**src/rtl/cmp_frame_packer.sv**
```systemverilog
`default_nettype none
// ============================================================================
// Module      : cmp_frame_packer
// Description : Packs 4-bit registered comparator sample vectors (S11, S21,
//               PAD1, PAD0) into 80-bit frames for the GTH TX word path.
//               Frame layout:
//                 [79:72] sync byte
//                 [71:68] frame sequence count
//                 [67:64] channel mask latched at frame start
//                 [63:0]  payload, sample k / channel c at bit 4*k+c
//               A single output slot with a valid/ready handshake holds one
//               frame. When a frame completes while the slot is occupied and
//               not being drained, the frame is dropped and counted.
// Ports       : sample_clk   - sample clock, rising edge
//               sample_rst_n - asynchronous active-low reset
//               en           - 1 = capture/pack, 0 = idle, discard partial
//               ch_mask      - per-channel enable, latched at frame start
//               cmp_data     - one sample vector per clock
//               frame_data   - output frame
//               frame_valid  - frame_data holds an unconsumed frame
//               frame_ready  - consumer accept
//               frame_cnt    - completed frames, saturating
//               drop_cnt     - dropped frames, saturating
//               overflow     - sticky drop flag, cleared by reset or en=0
// Revision    : 1.0 - initial release
// ============================================================================
module cmp_frame_packer #(
    parameter logic [7:0] SYNC_BYTE = 8'hBC,
    parameter int         SAMPLES   = 16,
    parameter int         CNT_W     = 16
) (
    input  logic             sample_clk,
    input  logic             sample_rst_n,
    input  logic             en,
    input  logic [3:0]       ch_mask,
    input  logic [3:0]       cmp_data,
    output logic [79:0]      frame_data,
    output logic             frame_valid,
    input  logic             frame_ready,
    output logic [CNT_W-1:0] frame_cnt,
    output logic [CNT_W-1:0] drop_cnt,
    output logic             overflow
);

    // The frame format fixes SAMPLES at 16 so the payload is 64 bits.
    localparam int                 c_IDX_W = $clog2(SAMPLES);
    localparam int                 c_PAY_W = 4 * SAMPLES;
    localparam logic [c_IDX_W-1:0] c_LAST  = c_IDX_W'(SAMPLES - 1);

    typedef enum logic [0:0] {
        S_IDLE = 1'b0,
        S_FILL = 1'b1
    } state_t;

    state_t               r_state;
    logic [c_IDX_W-1:0]   r_idx;
    logic [3:0]           r_mask;
    logic [3:0]           r_seq;
    logic [c_PAY_W-1:0]   r_shift;
    logic                 r_pend_valid;
    logic [79:0]          r_pend_data;

    logic                 w_capture;
    logic                 w_complete;
    logic [3:0]           w_mask_eff;
    logic [3:0]           w_sample;
    logic                 w_load_ok;
    logic                 w_drop;

    // On the first sample of a frame the mask register is only being
    // loaded, so the live ch_mask is used for that sample.
    assign w_capture  = (r_state == S_FILL) && en;
    assign w_complete = w_capture && (r_idx == c_LAST);
    assign w_mask_eff = (r_idx == '0) ? ch_mask : r_mask;
    assign w_sample   = cmp_data & w_mask_eff;
    assign w_load_ok  = !frame_valid || frame_ready;
    assign w_drop     = r_pend_valid && !w_load_ok;

    // ------------------------------------------------------------------
    // Capture FSM. Samples shift in from the top, so after 16 captures
    // sample 0 sits in the lowest nibble. A completed frame is parked in
    // the pending register for one cycle before the output slot decision.
    // ------------------------------------------------------------------
    always_ff @(posedge sample_clk or negedge sample_rst_n) begin
        if (!sample_rst_n) begin
            r_state      <= S_IDLE;
            r_idx        <= '0;
            r_mask       <= '0;
            r_seq        <= '0;
            r_shift      <= '0;
            r_pend_valid <= 1'b0;
            r_pend_data  <= '0;
        end else begin
            r_pend_valid <= 1'b0;
            if (!en) begin
                r_state <= S_IDLE;
                r_idx   <= '0;
            end else begin
                case (r_state)
                    S_IDLE: begin
                        r_state <= S_FILL;
                    end
                    S_FILL: begin
                        r_shift <= {w_sample, r_shift[c_PAY_W-1:4]};
                        if (r_idx == '0) begin
                            r_mask <= ch_mask;
                        end
                        if (w_complete) begin
                            r_idx        <= '0;
                            r_pend_valid <= 1'b1;
                            r_pend_data  <= {SYNC_BYTE, r_seq, r_mask,
                                             w_sample, r_shift[c_PAY_W-1:4]};
                            // Sequence advances on drops too so the
                            // receiver can see the gap.
                            r_seq        <= r_seq + 1'b1;
                        end else begin
                            r_idx <= r_idx + 1'b1;
                        end
                    end
                    default: begin
                        r_state <= S_IDLE;
                    end
                endcase
            end
        end
    end

    // ------------------------------------------------------------------
    // Output slot and statistics.
    // ------------------------------------------------------------------
    always_ff @(posedge sample_clk or negedge sample_rst_n) begin
        if (!sample_rst_n) begin
            frame_data  <= '0;
            frame_valid <= 1'b0;
            frame_cnt   <= '0;
            drop_cnt    <= '0;
            overflow    <= 1'b0;
        end else begin
            if (r_pend_valid) begin
                if (!(&frame_cnt)) begin
                    frame_cnt <= frame_cnt + 1'b1;
                end
                if (w_load_ok) begin
                    frame_data  <= r_pend_data;
                    frame_valid <= 1'b1;
                end else if (!(&drop_cnt)) begin
                    drop_cnt <= drop_cnt + 1'b1;
                end
            end else if (frame_valid && frame_ready) begin
                frame_valid <= 1'b0;
            end

            // A drop on the same edge as en=0 still raises the flag.
            if (w_drop) begin
                overflow <= 1'b1;
            end else if (!en) begin
                overflow <= 1'b0;
            end
        end
    end

endmodule
`default_nettype wire

```
**config.mk**
```make
export PLATFORM = sky130hd
export DESIGN_NAME = cmp_frame_packer
export DESIGN_NICKNAME = d
export VERILOG_FILES = /design/src/rtl/cmp_frame_packer.sv
export SDC_FILE = /design/constraint.sdc
export NUM_CORES = 1
export LEC_CHECK = 0
export CELL_PAD_IN_SITES_DETAIL_PLACEMENT = 1
export CELL_PAD_IN_SITES_GLOBAL_PLACEMENT = 1
export CORE_ASPECT_RATIO = 0.5
export CORE_MARGIN = 1.5
export CORE_UTILIZATION = 40
export CTS_BUF_LIST = sky130_fd_sc_hd__clkbuf_4 sky130_fd_sc_hd__clkbuf_8 sky130_fd_sc_hd__clkbuf_16
export CTS_CLUSTER_DIAMETER = 100
export DETAILED_ROUTE_END_ITERATION = 8
export PLACE_DENSITY = 0.75
export SYNTH_ARGS = -nofsm -noshare
export SYNTH_HDL_FRONTEND = slang
export SYNTH_SLANG_ARGS = --single-unit
```
**constraint.sdc**
```tcl
create_clock -name sample_clk -period 1.8 [get_ports sample_clk]
set_input_delay 0.18 -clock sample_clk [delete_from_list [all_inputs] [get_ports sample_clk]]
set_output_delay 0.18 -clock sample_clk [all_outputs]
set_load 0.005 [all_outputs]
```
==> results.cfg, run 1 <==
[synthesis]
synth_most_common_cell = dfrtp_1
netlist.area_leader.share = 0.636
synth_area_leader_cell = dfrtp_1
ys_top_cells_by_count = 254 x dfrtp_1, 238 x nand2_1, 139 x mux2_2, 30 x clkbuf_1, 21 x xor2_1
synthFlopType = dfrtp_1
synth_cell_type_count = 43
ys_seq_area_frac = 0.636
synth-seq-cells = 254
synth_area_um2 = 9990
synth-async-reset-ratio = 1.00
syn_inst = 812
synth_edf_count = 0
synth_area_leaders = dfrtp_1 64%, mux2_2 16%, nand2_1 8.9%
yosysWarningCount = 0
syn_area_per_cell_um2 = 12.3

[global_routing]
grt_pass1_wl_mm = 38.6
grt_pass1_vias = 7344
grt-ovfl-total = 0
grtUsageMet2 = 0.328
grtUsageTotal = 0.185
busiest_layer = met2
grt_max_degree = 75
antenna_found_initial = 0
grt.met3_usage = 0.0294
grt_use_met1 = 0.243

[drt]
drt_wl_total_mm = 23.3
ant_nets = 0
viasPerCell = 4.98
drc = 0
routedWlPerCell_um = 17.5
firstDrtPassIters = 4
vias = 6608
first_iter_violations = 354

[critical_path]
slowest_stage = or4_4
r2r-end = frame_cnt[15]
path_max_fanout = 3
cpLargestDelayFamily = simple AND/OR/NAND/NOR gates
timing_worst_setup_path_type = reg2reg
path_cells = nand3_4, or4_4, or4_4, xnor2_2
slowest_delay_ns = 0.54
r2r-start = frame_cnt[4]
reg2reg_slack_ns = 0.01
critPathMostFrequentCell = or4_4
ff2ff_path_depth = 4
cp-start-kind = register
crit_buf_inv = 0
crit_arrival_ns = 2.20
end_kind = register
required_ns = 2.20

[power]
p_leak_nw = 6.51
ir_worst_vdd_mv = 0.629
powerDensity_nw_per_um2 = 987

[sta]
fin_crit_sh = 0.995
max_freq_ghz = 0.559
finalMaxSlewViolations = 0
tns_ns = 0
worstMarginPinSlew_ns = 0.557
skew_ns = 0.0251
setup_viol = 0
rsz0062_at_grt = yes
slew-limit-headroom = 0.626
layout_min_cycle_time_ns = 1.79
hold_viol_final = 0

[cells_and_area]
num_antenna_cells = 0
syn_to_final_growth_pct = 28.7
fillers = 2447
drive_above_1_share = 0.254
instances_no_fill = 1327
nets = 993

[clock_tree]
cts-buffers-inserted = 24
cts_tree = yes
clockBufferDepth = 3
h-tree-depth = 1
cts.sinks = 254
cts_root_buffer = clkbuf_16
clock_latency_ns = 0.53
postCtsSetupRepairBufs = 0
path_clk_slew_ns = 0.07

[floorplanning]
die_area_um2 = 26000
core_um2 = 24300
die-height_um = 115
die_w_um = 227
initial_core_util = 0.412
io_pins = 126
core.rowCount = 40

[status]
status = finished clean

[placement]
portBuffers = 122
hpwl_mm = 15.3
dp.cells = 1285
place.gp.congestion = 0.866

[run]
maxCapViolCount = 0

[min_path]
min_path_type = in2async
-- timing repair --
action	in CTS	in global routing
gates resized for setup	5	10
endpoints found under the hold margin	254	0
pin swaps	0	0
hold buffers	1	0
setup endpoints to repair	4	77
-- where the power goes --
group,internal (mW),leakage [nW],switching [mW]
clock network,3.13,0.414,2.18
registers,6.21,3.50,0.412
logic,0.462,2.60,0.311
total,9.80,6.51,2.90
-- worst reg2reg max path: cells and delay by family, from the launching register on --
family           cells  cell delay [ns]
flip-flops           1             0.41
AND/OR/NAND/NOR      3             1.14
XOR/XNOR             1             0.14
-- registers in the layout, summed over array words and instances (netlist names), 4 cells and up --
signal and flops:
r_idx 4, drop_cnt 16, r_pend_data 73, r_seq 4, frame_data 73, r_mask 4, r_shift 60, frame_cnt 16
-- cell type report --
class                      count  area [um2]  area share
sequential                   254        6360       0.494
multi-input combinational    514        3480       0.270
timing repair buffer         177        1760       0.137
clock buffer                  32         692      0.0538
tap                          336         420      0.0327
clock inverter                 9         131      0.0102
inverter                       5        23.8     0.00185
-- placed cells by master, fill, tap and decap left out, drive strengths merged, types with 2 or more instances in the layout --
cell,netlist,final
nand4,8,8
ha,5,5
a211oi,3,3
and2,5,5
a2111oi,5,5
o21ai,11,11
nand2b,3,3
nand3,13,13
or4,2,2
mux2i,2,2
nand2,238,238
clkdlybuf4s50,0,121
buf,11,55
clkbuf,30,32
clkinv,0,6
and3,4,4
nor4,7,7
inv,5,5
conb,1,3
mux2,139,139
nor3,5,5
and4,2,2
xor2,21,21
dfrtp,254,254
a21oi,11,11
bufinv,0,3
nor4b,2,2
xnor2,8,8
nor2,8,8
-- worst max-delay path by stage --
stage                          endpoint  slack (ns)          from  depth (start not counted)
after floorplan           frame_cnt[15]       -0.02  frame_cnt[4]                          4
after global placement     frame_cnt[1]       0.008  frame_cnt[4]                          4
after detailed placement   frame_cnt[1]       -0.08  frame_cnt[4]                          4
after CTS                  frame_cnt[4]        0.02  frame_cnt[4]                          2
after global routing       frame_cnt[9]       -0.05  frame_cnt[1]                          4
final                     frame_cnt[15]        0.01  frame_cnt[4]                          4
-- through the flow --
step	hold WS [ns]	util	total power, mW	worst slack, ns	cell area, um2
final	0.114	0.530	12.7	0.00969	12900
after global routing	0.129	0.530	13.2	-0.0474	12900
after CTS	0.104	0.529	12.8	0.0202	12800
after detailed placement	0.0777	0.494	7.49	-0.0753	12000
after global placement	0.0741	0.494	7.42	0.00833	12000
after floorplan	-0.116	-	7.09	-0.0166	10000
-- routing by layer --
layer,wire (um),vias to the layer above,share of wire
li1,-,3034,-
met1,10400,3448,0.45
met2,11800,93,0.51
met3,684,33,0.029
met4,343,0,0.015
met5,0,-,0
-- kinds of logic after synthesis --
family	Yosys count	share of synthesized area
adder cells (fa/ha/maj)	5	0.00626
other	1	0.000375
flip-flops	254	0.636
XOR/XNOR	29	0.0262
AND/OR/NAND/NOR	303	0.131
AO/OA/AOI/OAI	33	0.0202
multiplexers	141	0.159
buffers and inverters	46	0.0210
Power figures use the tool's default switching activity.
==> run 2: changes to the inputs <==
--- a/config.mk
+++ b/config.mk
@@ -9,10 +9,11 @@
 export CELL_PAD_IN_SITES_GLOBAL_PLACEMENT = 1
 export CORE_ASPECT_RATIO = 0.5
 export CORE_MARGIN = 1.5
-export CORE_UTILIZATION = 40
+export CORE_UTILIZATION = 46
 export CTS_BUF_LIST = sky130_fd_sc_hd__clkbuf_4 sky130_fd_sc_hd__clkbuf_8 sky130_fd_sc_hd__clkbuf_16
 export CTS_CLUSTER_DIAMETER = 100
 export DETAILED_ROUTE_END_ITERATION = 8
+export DONT_BUFFER_PORTS = 1
 export PLACE_DENSITY = 0.75
 export SYNTH_ARGS = -nofsm -noshare
 export SYNTH_HDL_FRONTEND = slang
==> results.cfg, run 2 (synthesis results as in run 1) <==
[placement]
placed_area_um2 = 10600
place.gp.congestion = 0.792
dp_slack_ns = -0.0991
dp.cells = 1112
hpwl_mm = 13.0
portBuffers = 0

[sta]
worstMarginPinSlew_ns = 0.585
max_freq_ghz = 0.526
finalMaxSlewViolations = 0
setup_slack_ns = -0.103
tns_ns = -0.103
fin_crit_sh = 1.06
skew_ns = 0.0166
slew-limit-headroom = 0.600
setup_viol = 1
layout_min_cycle_time_ns = 1.90
timing.hold.ws_ns = -0.638
rsz0062_at_grt = yes
hold_viol_final = 254

[clock_tree]
cts.sinks = 254
clockBufferDepth = 3
cts_root_buffer = clkbuf_16
cts_hold_buf = 10
clock_latency_ns = 0.51
cts-buffers-inserted = 23
cts_tree = yes
path_clk_slew_ns = 0.07
h-tree-depth = 1

[drt]
viasPerCell = 5.24
ant_nets = 0
vias = 6103
routedWlPerCell_um = 18.3
firstDrtPassIters = 4
drt_wl_total_mm = 21.3
first_iter_violations = 355
drc = 0

[cells_and_area]
final_util = 0.552
fillers = 2129
seq_area_um2 = 6360
syn_to_final_growth_pct = 15.6
final_cell_mix = 253 x dfrtp_1, 235 x nand2_1, 139 x mux2_2
drive_above_1_share = 0.285
top_regs = frame_data x73, r_pend_data x73, r_shift x60
instances_no_fill = 1165
final_common_cell = dfrtp_1
nets = 874
num_antenna_cells = 0
multi_input_area_um2 = 3500
fin_area_um2 = 11600

[global_routing]
grt_pass1_vias = 6553
grtUsageTotal = 0.195
grt-ovfl-total = 0
grt_pass1_wl_mm = 35.3
antenna_found_initial = 0
grt_max_degree = 255

[critical_path]
ff2ff_path_depth = 3
cp-start-kind = register
crit_arrival_ns = 2.25
slowest_delay_ns = 0.69
reg2reg_slack_ns = -0.10
slowest_stage = a2111oi_1
r2r-start = r_pend_valid
end_kind = register
path_max_fanout = 9
required_ns = 2.14
worstSetupStartpoint = r_pend_valid
timing_worst_setup_path_type = reg2reg
path_cells = nand4_1, a2111oi_1, xor2_1
r2r-end = frame_cnt[11]

[power]
powerDensity_nw_per_um2 = 1060
power.total_mw = 12.3
p_leak_nw = 6.07
ir_worst_vdd_mv = 0.481

[run]
maxCapViolCount = 0

[floorplanning]
core.rowCount = 37
die_area_um2 = 22700
die_w_um = 211
core_um2 = 20900
die-height_um = 107
initial_core_util = 0.477
io_pins = 126

[status]
failed_checks = hold timing, setup timing
status = finished with violations

[min_path]
min_path_type = in2async
run 2: layer usage:
layer	wire length [um]	GRT usage	vias up
li1	-	-	2791
met1	9970	0.271	3183
met4	340	0.0378	0
met3	900	0.0343	28
met2	10100	0.324	101
met5	0	0	-
run 2: power breakdown:
part           leakage, nW  total [mW]  internal, mW  switching, mW
clock                0.392        5.03          2.91           2.12
combinational         2.18       0.634         0.437          0.197
sequential            3.50        6.64          6.21          0.425
run 2: layout make-up:
class | count | share of cell area
tap | 292 | 0.0316
multi-input combinational | 514 | 0.303
sequential | 254 | 0.550
clock buffer | 33 | 0.0585
clock inverter | 8 | 0.00812
inverter | 5 | 0.00184
timing repair buffer | 59 | 0.0470
run 2: repair_timing:
action                                  in CTS  in global routing
pin swaps                                    0                  2
hold endpoints to repair                   273                254
gates resized for setup                      3                 16
endpoints found under the setup margin      64                 23
buffers inserted                             0                  2
run 2: how the worst max path moves through the flow:
stage / slack (ns) / end
floorplan: -0.02 / frame_cnt[15]
global placement: 0.02 / r_pend_data[60]
detailed placement: -0.1 / r_pend_data[62]
CTS: 0.007 / frame_cnt[15]
global route: -0.1 / frame_cnt[11]
finish: -0.10 / frame_cnt[11]
run 2: worst max-delay path, delay by kind of cell (launching register included):
| kind | cells | cell delay, ns |
|---|---|---|
| AOI/OAI and AO/OA | 1 | 0.69 |
| xor gates and xnor gates | 1 | 0.15 |
| DFF | 1 | 0.54 |
| and+or+nand+nor | 1 | 0.36 |
==> run 3: changes to the inputs <==
--- a/config.mk
+++ b/config.mk
@@ -5,6 +5,7 @@
 export SDC_FILE = /design/constraint.sdc
 export NUM_CORES = 1
 export LEC_CHECK = 0
+export CAP_MARGIN = 20
 export CELL_PAD_IN_SITES_DETAIL_PLACEMENT = 1
 export CELL_PAD_IN_SITES_GLOBAL_PLACEMENT = 1
 export CORE_ASPECT_RATIO = 0.5
==> results of run 3 <==
Final layout, timing and power as in run 2 (identical DEF).
